`src/rtl/para_pkg.sv`:
```
// para_pkg: shared constants, state and section types
// for the parameter streamer.
package para_pkg;

  localparam int FM_DEPTH    = 64;
  localparam int CHANNEL_NUM = 128;
  localparam int PARA_WIDTH  = 16;
  localparam int PARA_NUM    = 6;

  function automatic int total_of(
    input int fm,
    input int ch
  );
    return fm + 5 * ch;
  endfunction

  localparam int TOTAL = total_of(FM_DEPTH, CHANNEL_NUM);

  typedef enum logic [1:0] {
    ST_IDLE,
    ST_LOAD,
    ST_DRAIN,
    ST_DONE
  } state_t;

  typedef enum logic [2:0] {
    SEC_RSIGN = 3'd0,
    SEC_BN_A  = 3'd1,
    SEC_BN_B  = 3'd2,
    SEC_BETA  = 3'd3,
    SEC_GAMMA = 3'd4,
    SEC_ZETA  = 3'd5
  } sec_t;

  // Section of word idx; saturates at the last section.
  function automatic sec_t sec_of(
    input int idx,
    input int fm,
    input int ch,
    input int nsec
  );
    logic [2:0] s;
    s = 3'd0;
    for (int k = 1; k < 8; k++) begin
      if (k < nsec && idx >= fm + (k - 1) * ch)
        s = 3'(k);
    end
    return sec_t'(s);
  endfunction

endpackage

```
`src/rtl/para_skid_fifo.sv`:
```
// para_skid_fifo: 2-entry FIFO absorbing memory read
// latency between the reader and the stream output.
module para_skid_fifo #(
  parameter int W = 16
) (
  input  logic                clk,
  input  logic                rst,
  input  logic                push,
  input  logic signed [W-1:0] push_data,
  input  logic                pop,
  output logic signed [W-1:0] head,
  output logic [1:0]          count
);

  logic signed [W-1:0] ram [2];
  logic                wptr;
  logic                rptr;

  assign head = ram[rptr];

  // Storage, pointers and occupancy.
  always_ff @(posedge clk) begin
    if (rst) begin
      ram[0] <= '0;
      ram[1] <= '0;
      wptr   <= 1'b0;
      rptr   <= 1'b0;
      count  <= 2'd0;
    end else begin
      if (push) begin
        ram[wptr] <= push_data;
        wptr      <= ~wptr;
      end
      if (pop)
        rptr <= ~rptr;
      unique case ({push, pop})
        2'b10:   count <= count + 2'd1;
        2'b01:   count <= count - 2'd1;
        default: count <= count;
      endcase
    end
  end

endmodule

```
`src/rtl/para_streamer.sv`:
```
// para_streamer: streams one full parameter set from
// memory into a valid/ready output, tagged by section.
module para_streamer #(
  parameter int FM_DEPTH    = para_pkg::FM_DEPTH,
  parameter int CHANNEL_NUM = para_pkg::CHANNEL_NUM,
  parameter int PARA_WIDTH  = para_pkg::PARA_WIDTH,
  parameter int PARA_NUM    = para_pkg::PARA_NUM,
  parameter int ADDR_W      = 10
) (
  input  logic                         clk,
  input  logic                         rst,
  input  logic                         start,
  output logic                         mem_rd_en,
  output logic [ADDR_W-1:0]            mem_addr,
  input  logic signed [PARA_WIDTH-1:0] mem_rd_data,
  output logic signed [PARA_WIDTH-1:0] para_out,
  output logic                         data_out_valid,
  input  logic                         para_ready,
  output logic                         mode_out,
  output logic [2:0]                   sec_id,
  output logic                         busy,
  output logic                         done
);

  import para_pkg::*;

  localparam int N_WORDS = total_of(FM_DEPTH, CHANNEL_NUM);
  localparam logic [ADDR_W-1:0] LAST = ADDR_W'(N_WORDS - 1);

  state_t            state;
  logic              rd_v;
  logic [1:0]        cnt;
  logic              pop;
  logic              issue;
  logic [2:0]        occ;
  logic [ADDR_W-1:0] out_idx;

  // Slots claimed after this edge: buffered + in flight - leaving.
  assign pop   = data_out_valid && para_ready;
  assign occ   = 3'(cnt) + 3'(rd_v) - 3'(pop);
  assign issue = (state == ST_LOAD) && (occ < 3'd2);

  assign mem_rd_en      = issue;
  assign data_out_valid = (cnt != 2'd0);
  assign busy = (state == ST_LOAD) || (state == ST_DRAIN);
  assign done = (state == ST_DONE);
  assign sec_id = sec_of(int'(out_idx), FM_DEPTH,
                         CHANNEL_NUM, PARA_NUM);

  para_skid_fifo #(
    .W (PARA_WIDTH)
  ) u_fifo (
    .clk       (clk),
    .rst       (rst),
    .push      (rd_v),
    .push_data (mem_rd_data),
    .pop       (pop),
    .head      (para_out),
    .count     (cnt)
  );

  // Control FSM, read address and output word index.
  always_ff @(posedge clk) begin
    if (rst) begin
      state    <= ST_IDLE;
      mem_addr <= '0;
      rd_v     <= 1'b0;
      out_idx  <= '0;
      mode_out <= 1'b0;
    end else begin
      rd_v <= issue;
      if (issue)
        mem_addr <= mem_addr + 1'b1;
      if (pop)
        out_idx <= out_idx + 1'b1;
      unique case (state)
        ST_IDLE: begin
          if (start) begin
            state    <= ST_LOAD;
            mem_addr <= '0;
            out_idx  <= '0;
            mode_out <= 1'b0;
          end
        end
        ST_LOAD: begin
          if (issue && mem_addr == LAST)
            state <= ST_DRAIN;
        end
        ST_DRAIN: begin
          if (pop && out_idx == LAST) begin
            state    <= ST_DONE;
            mode_out <= 1'b1;
          end
        end
        ST_DONE: begin
          state <= ST_IDLE;
        end
      endcase
    end
  end

endmodule

```
`config.mk`:
```
export PLATFORM = sky130hd
export DESIGN_NAME = para_streamer
export DESIGN_NICKNAME = d
export VERILOG_FILES = /design/src/rtl/para_pkg.sv /design/src/rtl/para_skid_fifo.sv /design/src/rtl/para_streamer.sv
export SDC_FILE = /design/constraint.sdc
export NUM_CORES = 1
export LEC_CHECK = 0
export ABC_AREA = 1
export CAP_MARGIN = 20
export CORE_AREA = 2 2 83 101
export DETAILED_ROUTE_END_ITERATION = 10
export DIE_AREA = 0 0 85 103
export HOLD_SLACK_MARGIN = 0.08
export PLACE_DENSITY = 0.63
export SYNTH_ARGS = -nofsm -noshare
export SYNTH_HDL_FRONTEND = slang
export SYNTH_HIERARCHICAL = 1
export SYNTH_SLANG_ARGS = --single-unit
export TNS_END_PERCENT = 10
```
`constraint.sdc`:
```
create_clock -name clk -period 3 [get_ports clk]
set_clock_uncertainty 0.05 [all_clocks]
set_input_delay 0.6 -clock clk [delete_from_list [all_inputs] [get_ports clk]]
set_output_delay 0.6 -clock clk [all_outputs]
set_load 0.1 [all_outputs]
```
==> impl_metrics.tcl <==
set metrics [dict create \
    timing_worst_setup_path_type "flip-flop to output pin" \
    wl_met2_um 2940 \
    arrival_ns 2.23 \
    period_minus_slack_ns 2.88 \
    initial_core_util 0.375 \
    layout-drive-gt1-share 0.250 \
    cts_buffer_depth 2 \
    clock_power_share 0.237 \
    finalMaxSlewViolations 0 \
    viasPerCell 4.59 \
    ant_nets 0 \
    synth_edf_count 32 \
    dr.pass1.iters 4 \
    hp-start "mode_out" \
    synth_top_flop_cell "edfxtp_1" \
    wl_per_cell_um 11.6 \
    dpl.hpwl_um 4020 \
    crit_path_cell_trace "inv_2, nand2_4, nand2_4, inv_4, ha_4, inv_1, nand2_2, fa_1, nand2_1, inv_2, nand2_2, nor2_4, buf_12" \
    route.detailed.drc 0 \
    max_freq_mhz 347 \
    yosysSeqAreaShare 0.521 \
    cts_tree "done" \
    slew_headroom 0.751 \
    swShare 0.442 \
    netlist_area_um2 2960 \
    cp.depth 13 \
    yosys-top-cells-count "78 x nor2_1, 45 x inv_1, 44 x nand2_1" \
    via_count 2274 \
    grt_usage 0.141 \
    synth_area_leaders "edfxtp_1 32%, dfxtp_1 20%, nor2_1 9.9%, inv_1 5.7%, mux2_2 5.7%" \
    min_path_type "flip-flop to flip-flop" \
    crit_fanout 4 \
    antenna_found_initial 0 \
    num_rows 36 \
    gp_congestion 0.791 \
    cts_made_buffers 9 \
    pwr_density_cell_nw_per_um2 869 \
    synth_top_area_frac 0.325 \
    fin_cells 495 \
    syn-instance-count 326 \
    ys_async_sr_fraction 0 \
    grt_max_degree 19 \
    hold_depth 2 \
    fill_cells 764 \
    synth_area_per_cell_um2 9.07 \
    antennaDiodeCount 0 \
    ys_ff_latch 61 \
    required_ns 2.35 \
    cap_violations 0 \
    pwr-share-seq 0.315 \
    internal-power_mw 1.84 \
    grt_pass1_vias 2147 \
    final_nets 425 \
    final_hold_viol_count 0 \
    core_um2 7880 \
    setup-tns-final_ns 0 \
    yosysMostFrequentCell "nor2_1" \
    route.layer.met1.wl_um 2480 \
    rsz0062_at_grt "no" \
    first_iter_violations 57 \
    clkLatencyLatePin_ns 0.33 \
    critPathLaunchType "flip-flop" \
    slowest_stage "fa_1" \
    syn_to_final_growth_pct 28.7 \
    grt_pass1_wl_um 9530 \
    yosys.area.top_type "edfxtp_1" \
    synthesis.nets 356 \
    clk_pin_slew_ns 0.07 \
    final-setup-viol-count 0 \
    cts-root-buf "clkbuf_8" \
    worstPathBufferInverterCount 5 \
    ios 54 \
    clock-sinks 61 \
    placed_cells 477 \
    tightestPinTransition_ns 0.373 \
    synth_warnings 6 \
    fin_crit_sh 0.961 \
    status "finished clean" \
    ff2ff_path_depth 18 \
    crit_start "u_fifo/count[0]" \
    endpoint_kind "output pin" \
    p_leak_nw 1.66 \
    cts_hold_buf 0 \
    die_y_um 103 \
    final_core_util 0.483 \
    wl_um 5730 \
    power_frac_comb 0.448 \
    total_power_mw 3.31 \
    grt_overflow 0 \
    cts.htree.levels 3 \
    highest_layer "met4" \
    synth_cell_type_count 29 \
    die_x_um 85 \
    ir_worst_vdd_mv 0.773 \
    cpLargestDelayFamily "adder cells" \
    regToRegStartpoint "u_fifo/count[0]" \
    switchingPower_mw 1.46 \
    port_buffers 53 \
    wl_met3_um 264 \
    max_stage_delay_ns 0.51 \
    hold_ws_ns 0.416 \
    die-area_um2 8760 \
]
-- cell families after synthesis --
kind of cell    count (synthesis)  share of synthesized area
compound gates                 20                     0.0351
mux                            16                     0.0622
simple gates                  155                      0.229
buf+inv                        57                     0.0867
fa+ha+maj                      10                     0.0448
xor+xnor                        7                     0.0207
flops                          61                      0.521
-- cell usage in the layout (no fill, tap or decap), types with 2 or more instances in the layout --
cell type,count
clkinv_1,3
o21ai_0,8
nand2_4,3
bufinv_16,2
nor2_4,2
inv_2,4
a21oi_1,9
inv_4,2
nand3_1,12
nand2_1,42
ha_1,8
inv_1,44
clkbuf_8,9
nor2_1,78
xnor2_1,2
nor3_1,3
nand4_1,5
nand3_2,2
buf_4,44
xor2_1,5
nand2_2,5
nor2_2,2
mux2_2,15
edfxtp_1,32
clkdlybuf4s50_1,18
dfxtp_1,27
-- flip-flops by register name (all words and copies together), names as in the netlist, named ones only --
signal / count
u_fifo/count: 2
u_fifo/ram: 32
u_fifo/rptr: 1
u_fifo/wptr: 1
mode_out: 1
state: 2
out_idx: 10
rd_v: 1
mem_addr: 10
-- power by group through the flow --
stage / clock network (mW) / registers [mW] / logic, mW
after floorplan: 0 / 1.14 / 1.07
after global placement: 0 / 1.05 / 1.43
after detailed placement: 0 / 1.06 / 1.44
after CTS: 0.808 / 1.04 / 1.46
after global routing: 0.845 / 1.05 / 1.58
final: 0.783 / 1.04 / 1.48
-- stage by stage --
step / setup WS [ns] / area [µm²]
after CTS: 0.0124 / 3760
after floorplan: -0.151 / 2960
after global routing: 0.00772 / 3810
after detailed placement: -0.210 / 3540
final: 0.118 / 3810
after global placement: -0.218 / 3540
-- final cells by class --
class / instances / area, µm² / area share
inverters: 51 / 196 / 0.0516
repair buffers: 64 / 541 / 0.142
flip-flops and latches: 61 / 1550 / 0.406
clock inverters: 7 / 88.8 / 0.0233
multi-input cells: 208 / 1190 / 0.313
well taps: 95 / 119 / 0.0312
clock buffers: 9 / 124 / 0.0325
-- metal layers --
layer,vias up,global-route usage
li1,1175,-
met1,1049,0.159
met2,45,0.243
met3,5,0.0360
met4,0,0.0769
met5,-,0
-- worst min-delay path: stages (launching register included) --
cell and delay [ns]:
dfxtp_1 0.31, nand2_1 0.06, a21oi_1 0.05
-- final timing paths --
path | end | slack (ns)
setup / recovery | mem_rd_en | 0.12
hold / removal | mode_out | 0.42
setup reg to reg | mem_addr[7] | 0.46
hold reg to reg | mode_out | 0.42
-- repair_timing --
action | in CTS | in global routing
setup buffers | 0 | 2
setup endpoints to repair | 1 | 1
pin swaps | 1 | 4
resized for setup | 4 | 10
cloned | 0 | 0
Note: power is estimated with default switching activity, not from simulation.
